## config.mk

```make
export PLATFORM = sky130hd
export DESIGN_NAME = dcache_responder_flat
export DESIGN_NICKNAME = d
export VERILOG_FILES = /design/src/rtl/dcache_pkg.sv /design/src/rtl/dcache_responder_if.sv /design/src/rtl/dcache_responder_mem_backing.sv /design/src/rtl/dcache_responder.sv /design/src/flat_wrapper.sv
export SDC_FILE = /design/constraint.sdc
export NUM_CORES = 2
export LEC_CHECK = 0
export BUFFER_PORTS_ARGS = -buffer_cell sky130_fd_sc_hd__buf_2
export CORE_UTILIZATION = 40
export CTS_BUF_LIST = sky130_fd_sc_hd__clkbuf_2 sky130_fd_sc_hd__clkbuf_4 sky130_fd_sc_hd__clkbuf_8
export CTS_CLUSTER_SIZE = 12
export DETAILED_ROUTE_END_ITERATION = 10
export PLACE_DENSITY = 0.51
export SLEW_MARGIN = 20
export SYNTH_ARGS = -nofsm -noshare
export SYNTH_HDL_FRONTEND = slang
export SYNTH_SLANG_ARGS = --single-unit
```

## constraint.sdc

```tcl
create_clock -name clock -period 10.1 [get_ports clock]
set_input_delay 1.515 -clock clock [delete_from_list [all_inputs] [get_ports clock]]
set_output_delay 1.515 -clock clock [all_outputs]
set_load 0.01 [all_outputs]
```

## src/rtl/dcache_pkg.sv

```systemverilog
// Shared types and width helpers for the direct-mapped data-cache responder.
package dcache_pkg;

    // Default geometry: byte addresses/data, 8 lines, 4-cycle backing RAM.
    localparam int DEF_NBITS   = 8;
    localparam int DEF_NLINES  = 8;
    localparam int DEF_MEM_LAT = 4;
    localparam int DEF_NCNT    = 16;

    // Index bits select the line; everything above them is the tag.
    function automatic int idx_width(input int nlines);
        return $clog2(nlines);
    endfunction

    function automatic int tag_width(input int nbits, input int nlines);
        return nbits - $clog2(nlines);
    endfunction

    // The latency counter counts MEM_LAT-1 down to 0; keep at least one bit.
    function automatic int lat_width(input int mem_lat);
        return (mem_lat > 1) ? $clog2(mem_lat) : 1;
    endfunction

    localparam int DEF_IDX_W = idx_width(DEF_NLINES);
    localparam int DEF_TAG_W = tag_width(DEF_NBITS, DEF_NLINES);
    localparam int DEF_LAT_W = lat_width(DEF_MEM_LAT);

    typedef enum logic [1:0] {
        IDLE,
        FILL,
        WRITE,
        DONE
    } dcache_state_t;

endpackage

```

## src/rtl/dcache_responder_if.sv

```systemverilog
// Controller <-> cache memory handshake: request, data and the perf counters.
interface dcache_responder_if #(
    parameter int NBITS = 8,
    parameter int NCNT  = 16
);
    logic             MemRead;
    logic             MemWrite;
    logic [NBITS-1:0] addr;
    logic [NBITS-1:0] wdata;
    logic [NBITS-1:0] rdata;
    logic             busy;
    logic [NCNT-1:0]  read_hits;
    logic [NCNT-1:0]  read_misses;

    // The core side issues requests and holds them stable while busy.
    modport master (
        output MemRead, MemWrite, addr, wdata,
        input  rdata, busy, read_hits, read_misses
    );

    // The cache side answers them.
    modport slave (
        input  MemRead, MemWrite, addr, wdata,
        output rdata, busy, read_hits, read_misses
    );
endinterface

```

## src/rtl/dcache_responder_mem_backing.sv

```systemverilog
// Slow backing data RAM: 2**NBITS bytes, combinational read, synchronous write.
module mem_backing
    import dcache_pkg::*;
#(
    parameter int NBITS = DEF_NBITS
) (
    input  logic             clock,
    input  logic             we_i,
    input  logic [NBITS-1:0] addr_i,
    input  logic [NBITS-1:0] wdata_i,
    output logic [NBITS-1:0] rdata_o
);
    // Contents start at zero and are never cleared by reset.
    logic [NBITS-1:0] mem_q [2**NBITS] = '{default: '0};

    assign rdata_o = mem_q[addr_i];

    // Commit a write-through store on the last cycle of the write latency.
    always_ff @(posedge clock) begin
        if (we_i) begin
            mem_q[addr_i] <= wdata_i;
        end
    end
endmodule

```

## src/rtl/dcache_responder.sv

```systemverilog
// Direct-mapped, write-through, no-write-allocate byte cache that answers the
// controller's MemRead/MemWrite handshake and stalls it with busy.
module dcache_responder
    import dcache_pkg::*;
#(
    parameter int NBITS   = DEF_NBITS,
    parameter int NLINES  = DEF_NLINES,
    parameter int MEM_LAT = DEF_MEM_LAT,
    parameter int NCNT    = DEF_NCNT
) (
    input  logic               clock,
    input  logic               reset,
    dcache_responder_if.slave  mem_if
);
    localparam int IDX_W = idx_width(NLINES);
    localparam int TAG_W = tag_width(NBITS, NLINES);
    localparam int LAT_W = lat_width(MEM_LAT);
    localparam logic [LAT_W-1:0] LAT_LOAD = LAT_W'(MEM_LAT - 1);

    dcache_state_t     state_q, state_d;
    logic [LAT_W-1:0]  cnt_q, cnt_d;
    logic [NBITS-1:0]  rdata_q, rdata_d;
    logic [NCNT-1:0]   hits_q, hits_d;
    logic [NCNT-1:0]   misses_q, misses_d;

    logic [NLINES-1:0] valid_q;
    logic [TAG_W-1:0]  tag_q  [NLINES];
    logic [NBITS-1:0]  data_q [NLINES];

    logic [IDX_W-1:0]  idx;
    logic [TAG_W-1:0]  tag;
    logic              hit;
    logic              rd_hit;
    logic              busy;
    logic              line_fill;
    logic              line_wr;
    logic              mem_we;
    logic [NBITS-1:0]  mem_rdata;

    assign idx = mem_if.addr[IDX_W-1:0];
    assign tag = mem_if.addr[NBITS-1:IDX_W];
    assign hit = valid_q[idx] && (tag_q[idx] == tag);

    mem_backing #(.NBITS(NBITS)) u_mem (
        .clock   (clock),
        .we_i    (mem_we),
        .addr_i  (mem_if.addr),
        .wdata_i (mem_if.wdata),
        .rdata_o (mem_rdata)
    );

    // State, latency counter, held read data and performance counters.
    // NOTE: sequential state uses non-blocking assignments so every register
    // samples the values from before this edge.
    always_ff @(posedge clock) begin
        if (reset) begin
            state_q  <= IDLE;
            cnt_q    <= '0;
            rdata_q  <= '0;
            hits_q   <= '0;
            misses_q <= '0;
        end else begin
            state_q  <= state_d;
            cnt_q    <= cnt_d;
            rdata_q  <= rdata_d;
            hits_q   <= hits_d;
            misses_q <= misses_d;
        end
    end

    // Next state, stall and line/backing update strobes.
    // NOTE: every output gets a default first, so no path leaves a latch.
    always_comb begin
        state_d   = state_q;
        cnt_d     = cnt_q;
        rdata_d   = rdata_q;
        hits_d    = hits_q;
        misses_d  = misses_q;
        busy      = 1'b0;
        rd_hit    = 1'b0;
        line_fill = 1'b0;
        line_wr   = 1'b0;
        mem_we    = 1'b0;

        unique case (state_q)
            IDLE: begin
                // A write wins when both requests are raised together.
                if (mem_if.MemWrite) begin
                    busy    = 1'b1;
                    line_wr = hit;
                    cnt_d   = LAT_LOAD;
                    state_d = WRITE;
                end else if (mem_if.MemRead) begin
                    if (hit) begin
                        rd_hit  = 1'b1;
                        rdata_d = data_q[idx];
                        hits_d  = (hits_q == '1) ? hits_q : hits_q + 1'b1;
                    end else begin
                        busy     = 1'b1;
                        cnt_d    = LAT_LOAD;
                        misses_d = (misses_q == '1) ? misses_q : misses_q + 1'b1;
                        state_d  = FILL;
                    end
                end
            end
            FILL: begin
                busy = 1'b1;
                if (cnt_q == '0) begin
                    line_fill = 1'b1;
                    rdata_d   = mem_rdata;
                    state_d   = DONE;
                end else begin
                    cnt_d = cnt_q - 1'b1;
                end
            end
            WRITE: begin
                busy = 1'b1;
                if (cnt_q == '0) begin
                    mem_we  = ~reset;
                    rdata_d = mem_if.wdata;
                    state_d = DONE;
                end else begin
                    cnt_d = cnt_q - 1'b1;
                end
            end
            DONE: begin
                // The still-held request is the one just completed.
                state_d = IDLE;
            end
            default: state_d = IDLE;
        endcase
    end

    // Valid bits: cleared by reset, set when a fill completes.
    always_ff @(posedge clock) begin
        if (reset) begin
            valid_q <= '0;
        end else if (line_fill) begin
            valid_q[idx] <= 1'b1;
        end
    end

    // Line tag/data storage; a reset edge suppresses any pending update.
    // NOTE: the tag/data arrays are not reset; valid_q alone decides whether
    // their contents mean anything.
    always_ff @(posedge clock) begin
        if (!reset) begin
            if (line_fill) begin
                tag_q[idx]  <= tag;
                data_q[idx] <= mem_rdata;
            end else if (line_wr) begin
                data_q[idx] <= mem_if.wdata;
            end
        end
    end

    assign mem_if.busy        = busy;
    assign mem_if.rdata       = rd_hit ? data_q[idx] : rdata_q;
    assign mem_if.read_hits   = hits_q;
    assign mem_if.read_misses = misses_q;
endmodule

```

## src/flat_wrapper.sv

```systemverilog
// flat-port wrapper written by rule: the top's interface ports become plain ports
module dcache_responder_flat import dcache_pkg::*;
#(
    parameter int NBITS   = DEF_NBITS,
    parameter int NLINES  = DEF_NLINES,
    parameter int MEM_LAT = DEF_MEM_LAT,
    parameter int NCNT    = DEF_NCNT
)
  (clock, reset, mem_if_MemRead, mem_if_MemWrite, mem_if_addr, mem_if_wdata, mem_if_rdata, mem_if_busy, mem_if_read_hits, mem_if_read_misses);
  dcache_responder_if #(.NBITS(NBITS), .NCNT(NCNT)) mem_if_i ();
  input  logic clock;
  input  logic reset;
  input wire logic [$bits(mem_if_i.MemRead)-1:0] mem_if_MemRead;
  input wire logic [$bits(mem_if_i.MemWrite)-1:0] mem_if_MemWrite;
  input wire logic [$bits(mem_if_i.addr)-1:0] mem_if_addr;
  input wire logic [$bits(mem_if_i.wdata)-1:0] mem_if_wdata;
  output wire logic [$bits(mem_if_i.rdata)-1:0] mem_if_rdata;
  output wire logic [$bits(mem_if_i.busy)-1:0] mem_if_busy;
  output wire logic [$bits(mem_if_i.read_hits)-1:0] mem_if_read_hits;
  output wire logic [$bits(mem_if_i.read_misses)-1:0] mem_if_read_misses;
  assign mem_if_i.MemRead = mem_if_MemRead;
  assign mem_if_i.MemWrite = mem_if_MemWrite;
  assign mem_if_i.addr = mem_if_addr;
  assign mem_if_i.wdata = mem_if_wdata;
  assign mem_if_rdata = mem_if_i.rdata;
  assign mem_if_busy = mem_if_i.busy;
  assign mem_if_read_hits = mem_if_i.read_hits;
  assign mem_if_read_misses = mem_if_i.read_misses;
  dcache_responder #(.NBITS(NBITS), .NLINES(NLINES), .MEM_LAT(MEM_LAT), .NCNT(NCNT)) u_core (.clock(clock), .reset(reset), .mem_if(mem_if_i));
endmodule
```

==> impl_metrics.json <==
{
  "grt_overflow": 0,
  "reg2reg_from": "u_core.cnt_q[0]",
  "ys_seq_area_share_pct": 75.4,
  "grt_max_degree": 149,
  "routed_wl_mm": 259,
  "port_buffers": 60,
  "area_growth_pct": 11.9,
  "hold_start": "u_core.valid_q[4]",
  "final.setup.tns_ns": 0,
  "cts_repair_resize_count": 0,
  "gp_routability_congestion": 0.836,
  "critPathArrivalTime_ns": 4.98,
  "cts_max_path_buffers": 4,
  "r2r_end": "u_core.u_mem.mem_q[137][3]",
  "drv.max_cap_violation_count": 0,
  "syn_inst": 4408,
  "viasPerCell": 5.85,
  "dp_cells": 7152,
  "fp.dieH_um": 469,
  "die_w_um": 469,
  "worstHoldEndpoint": "u_core.valid_q[4]",
  "rows": 170,
  "grt_usage_pct": 23.5,
  "final.period_utilization_pct": 64.3,
  "synth-simple-area-share_pct": 3.81,
  "synth_compound_area_share_pct": 3.71,
  "route.detailed.drc": 0,
  "cts_tree": "built",
  "postCtsHoldBufs": 0,
  "synth_xor_area_share_pct": 0.111,
  "rsz0062_at_grt": "no",
  "stdcell_count": 7820,
  "nFillCells": 18486,
  "critPathMaxFanout": 75,
  "reg2reg_depth": 8,
  "regArea_mm2": 0.0657,
  "synth_mux_area_share_pct": 14.7,
  "synth_fa_ha_area_share_pct": 0.101,
  "preCtsSetupSlack_ns": 3.53,
  "worstPathRequired_ns": 8.59,
  "holdCritPathClass": "register to register",
  "die_area_mm2": 0.220,
  "layout-drive-gt1-share_pct": 24.7,
  "cellLeakagePower_nw": 30.9,
  "run_status": "complete, no violations",
  "grt_pass1_wl_mm": 361,
  "clk_pin_slew_ns": 0.06,
  "hold_depth": 1,
  "ioPinCount": 61,
  "coreArea_mm2": 0.215,
  "synth-seq-cells": 2204,
  "r2r_setup_slack_ns": 5.65,
  "vias": 45776,
  "power_density_mw_per_mm2": 195,
  "h-tree-depth": 5,
  "cts_buffers": 376,
  "synth-edff-count": 2152,
  "multi_input_area_mm2": 0.0196,
  "synth_ff_type": "edfxtp_1",
  "yosysWarnings": 0,
  "start_util_pct": 40.4,
  "dpl.hpwl_mm": 155,
  "setup.worst_path.start_class": "input port",
  "drt_iter0_markers": 4993,
  "numClockSinks": 2204,
  "dr.pass1.iters": 6,
  "tightestPinTransition_ns": 1.18,
  "setup_viol": 0,
  "antenna_found_initial": 15,
  "peakVddDrop_uv": 102,
  "report.final.slew_viol_count": 0,
  "wl_per_cell_um": 33.1,
  "skew_ns": 0.0704,
  "netlist_area_mm2": 0.0871,
  "insertion_delay_ns": 1.07,
  "ys_async_sr_fraction_pct": 0,
  "avgSynthCellArea_um2": 19.8,
  "critPathKind": "input port to output port",
  "synth_cell_types": 82,
  "syn_nets": 4435,
  "drtAntennaViolNets": 0,
  "setup_slack_ns": 3.60,
  "cts_setup_buffers": 0,
  "fin_crit_ns": 6.50,
  "hold_viol": 0,
  "relSlewSlack_pct": 21.0,
  "max_freq_mhz": 154,
  "synth_top_family_by_area": "multiplexers",
  "grt_pass1_vias": 45956,
  "cp-end-kind": "output port",
  "fin_nets": 4719,
  "cts_root_buffer": "clkbuf_8"
}
[layout make-up]
class                      count  share of cell area, %
antenna                       13                 0.0334
clock buffer                 516                   6.44
clock inverter               139                  0.801
inverter                      20                 0.0796
multi-input combinational   1913                   20.2
sequential                  2204                   67.4
tap                         2838                   3.64
timing repair buffer         177                   1.44
[flip-flops by register name, summed over array words and instances, names as in the netlist]
register                   count
u_core.u_mem.mem_q          2048
u_core.cnt_q                   2
u_core.tag_q                  40
u_core.mem_if.read_hits       16
u_core.data_q                 64
u_core.rdata_q                 8
u_core.state_q                 2
u_core.mem_if.read_misses     16
u_core.valid_q                 8
[through the flow]
step	total power [mW]	utilization, %	cell area [µm²]	hold slack (ns)
2_1_floorplan	10.9	-	87100	0.421
3_3_place_gp	11.5	41.9	90300	0.434
3_5_place_dp	11.5	41.9	90300	0.440
4_1_cts	19.2	45.2	97400	0.454
5_1_grt	19.6	45.2	97400	0.467
6_report	19.0	45.2	97400	0.451
[placed cells by master, fill, tap and decap left out, types with 10 or more instances in the layout]
cell / synthesis / layout
edfxtp_1: 2152 / 2152
mux4_2: 425 / 425
clkbuf_8: 0 / 393
nor2_1: 357 / 354
mux2i_1: 243 / 243
a22oi_1: 147 / 147
clkbuf_4: 0 / 132
nand2_1: 125 / 122
buf_4: 40 / 109
clkinv_1: 2 / 93
a21oi_1: 78 / 78
nand3_1: 71 / 69
dfxtp_1: 52 / 52
buf_2: 52 / 47
o21ai_0: 38 / 38
clkinv_2: 0 / 33
mux2_2: 29 / 29
o22ai_1: 28 / 28
nand4_1: 25 / 25
and3_1: 23 / 23
nor3_1: 22 / 21
mux4_1: 19 / 19
a221oi_1: 18 / 18
inv_1: 17 / 16
a22o_1: 15 / 15
a31oi_1: 15 / 15
o31ai_1: 15 / 15
or4_1: 14 / 14
diode_2: 0 / 13
or3_1: 12 / 12
a211oi_1: 12 / 12
o211ai_1: 12 / 12
xor2_1: 11 / 11
nor4_1: 11 / 11
nor2b_1: 15 / 10
buf_12: 7 / 10
[metal layers]
metal / GRT usage (%) / vias up / part of all wire (%)
li1: - / 18833 / -
met2: 36.0 / 1915 / 46
met1: 33.6 / 24643 / 43
met4: 7.74 / 0 / 3.1
met3: 4.92 / 385 / 7.6
met5: 0 / - / 0
[worst max-delay path by stage]
| stage | endpoint | cells after the start | start | slack (ns) |
|---|---|---|---|---|
| after floorplan | mem_if_rdata[1] | 12 | mem_if_addr[0] | 4.91 |
| after global placement | mem_if_rdata[0] | 10 | mem_if_addr[1] | 3.57 |
| after detailed placement | mem_if_rdata[5] | 10 | mem_if_addr[1] | 3.53 |
| after CTS | mem_if_rdata[5] | 10 | mem_if_addr[1] | 3.51 |
| after global routing | mem_if_rdata[5] | 10 | mem_if_addr[1] | 3.26 |
| final | mem_if_rdata[5] | 10 | mem_if_addr[1] | 3.60 |
[cell families after synthesis]
group                    Yosys count
flip-flops                      2204
AND/OR/NAND/NOR                  724
multiplexers                     716
AO/OA/AOI/OAI                    455
buffers and inverters            291
XOR/XNOR                          11
adder cells (fa/ha/maj)            7
[synth_stat cells, types with 29 or more instances]
cell type | number | area [µm²]
a22oi_1 | 147 | 1100
o21ai_0 | 38 | 190
nand3_1 | 71 | 355
clkbuf_1 | 105 | 394
mux2i_1 | 243 | 2430
buf_6 | 51 | 574
edfxtp_1 | 2152 | 64600
buf_4 | 40 | 300
mux4_2 | 425 | 9570
dfxtp_1 | 52 | 1040
mux2_2 | 29 | 327
buf_2 | 52 | 260
nor2_1 | 357 | 1340
nand2_1 | 125 | 469
a21oi_1 | 78 | 390
[power breakdown]
group / leakage (nW) / switching (mW) / internal [mW]
registers: 19.8 / 0.0176 / 10.1
clock network: 3.75 / 3.58 / 4.18
logic: 7.36 / 0.819 / 0.373
[critical path: stages]
cell and delay, ns:
buf_8 0.51, buf_4 0.77, mux2_2 0.42, o22ai_1 0.15, or3_1 0.15, and4b_1 0.24
and4_1 0.73, nor2_1 0.08, a31oi_1 0.22, buf_2 0.17
(Power assumes the default switching activity.)
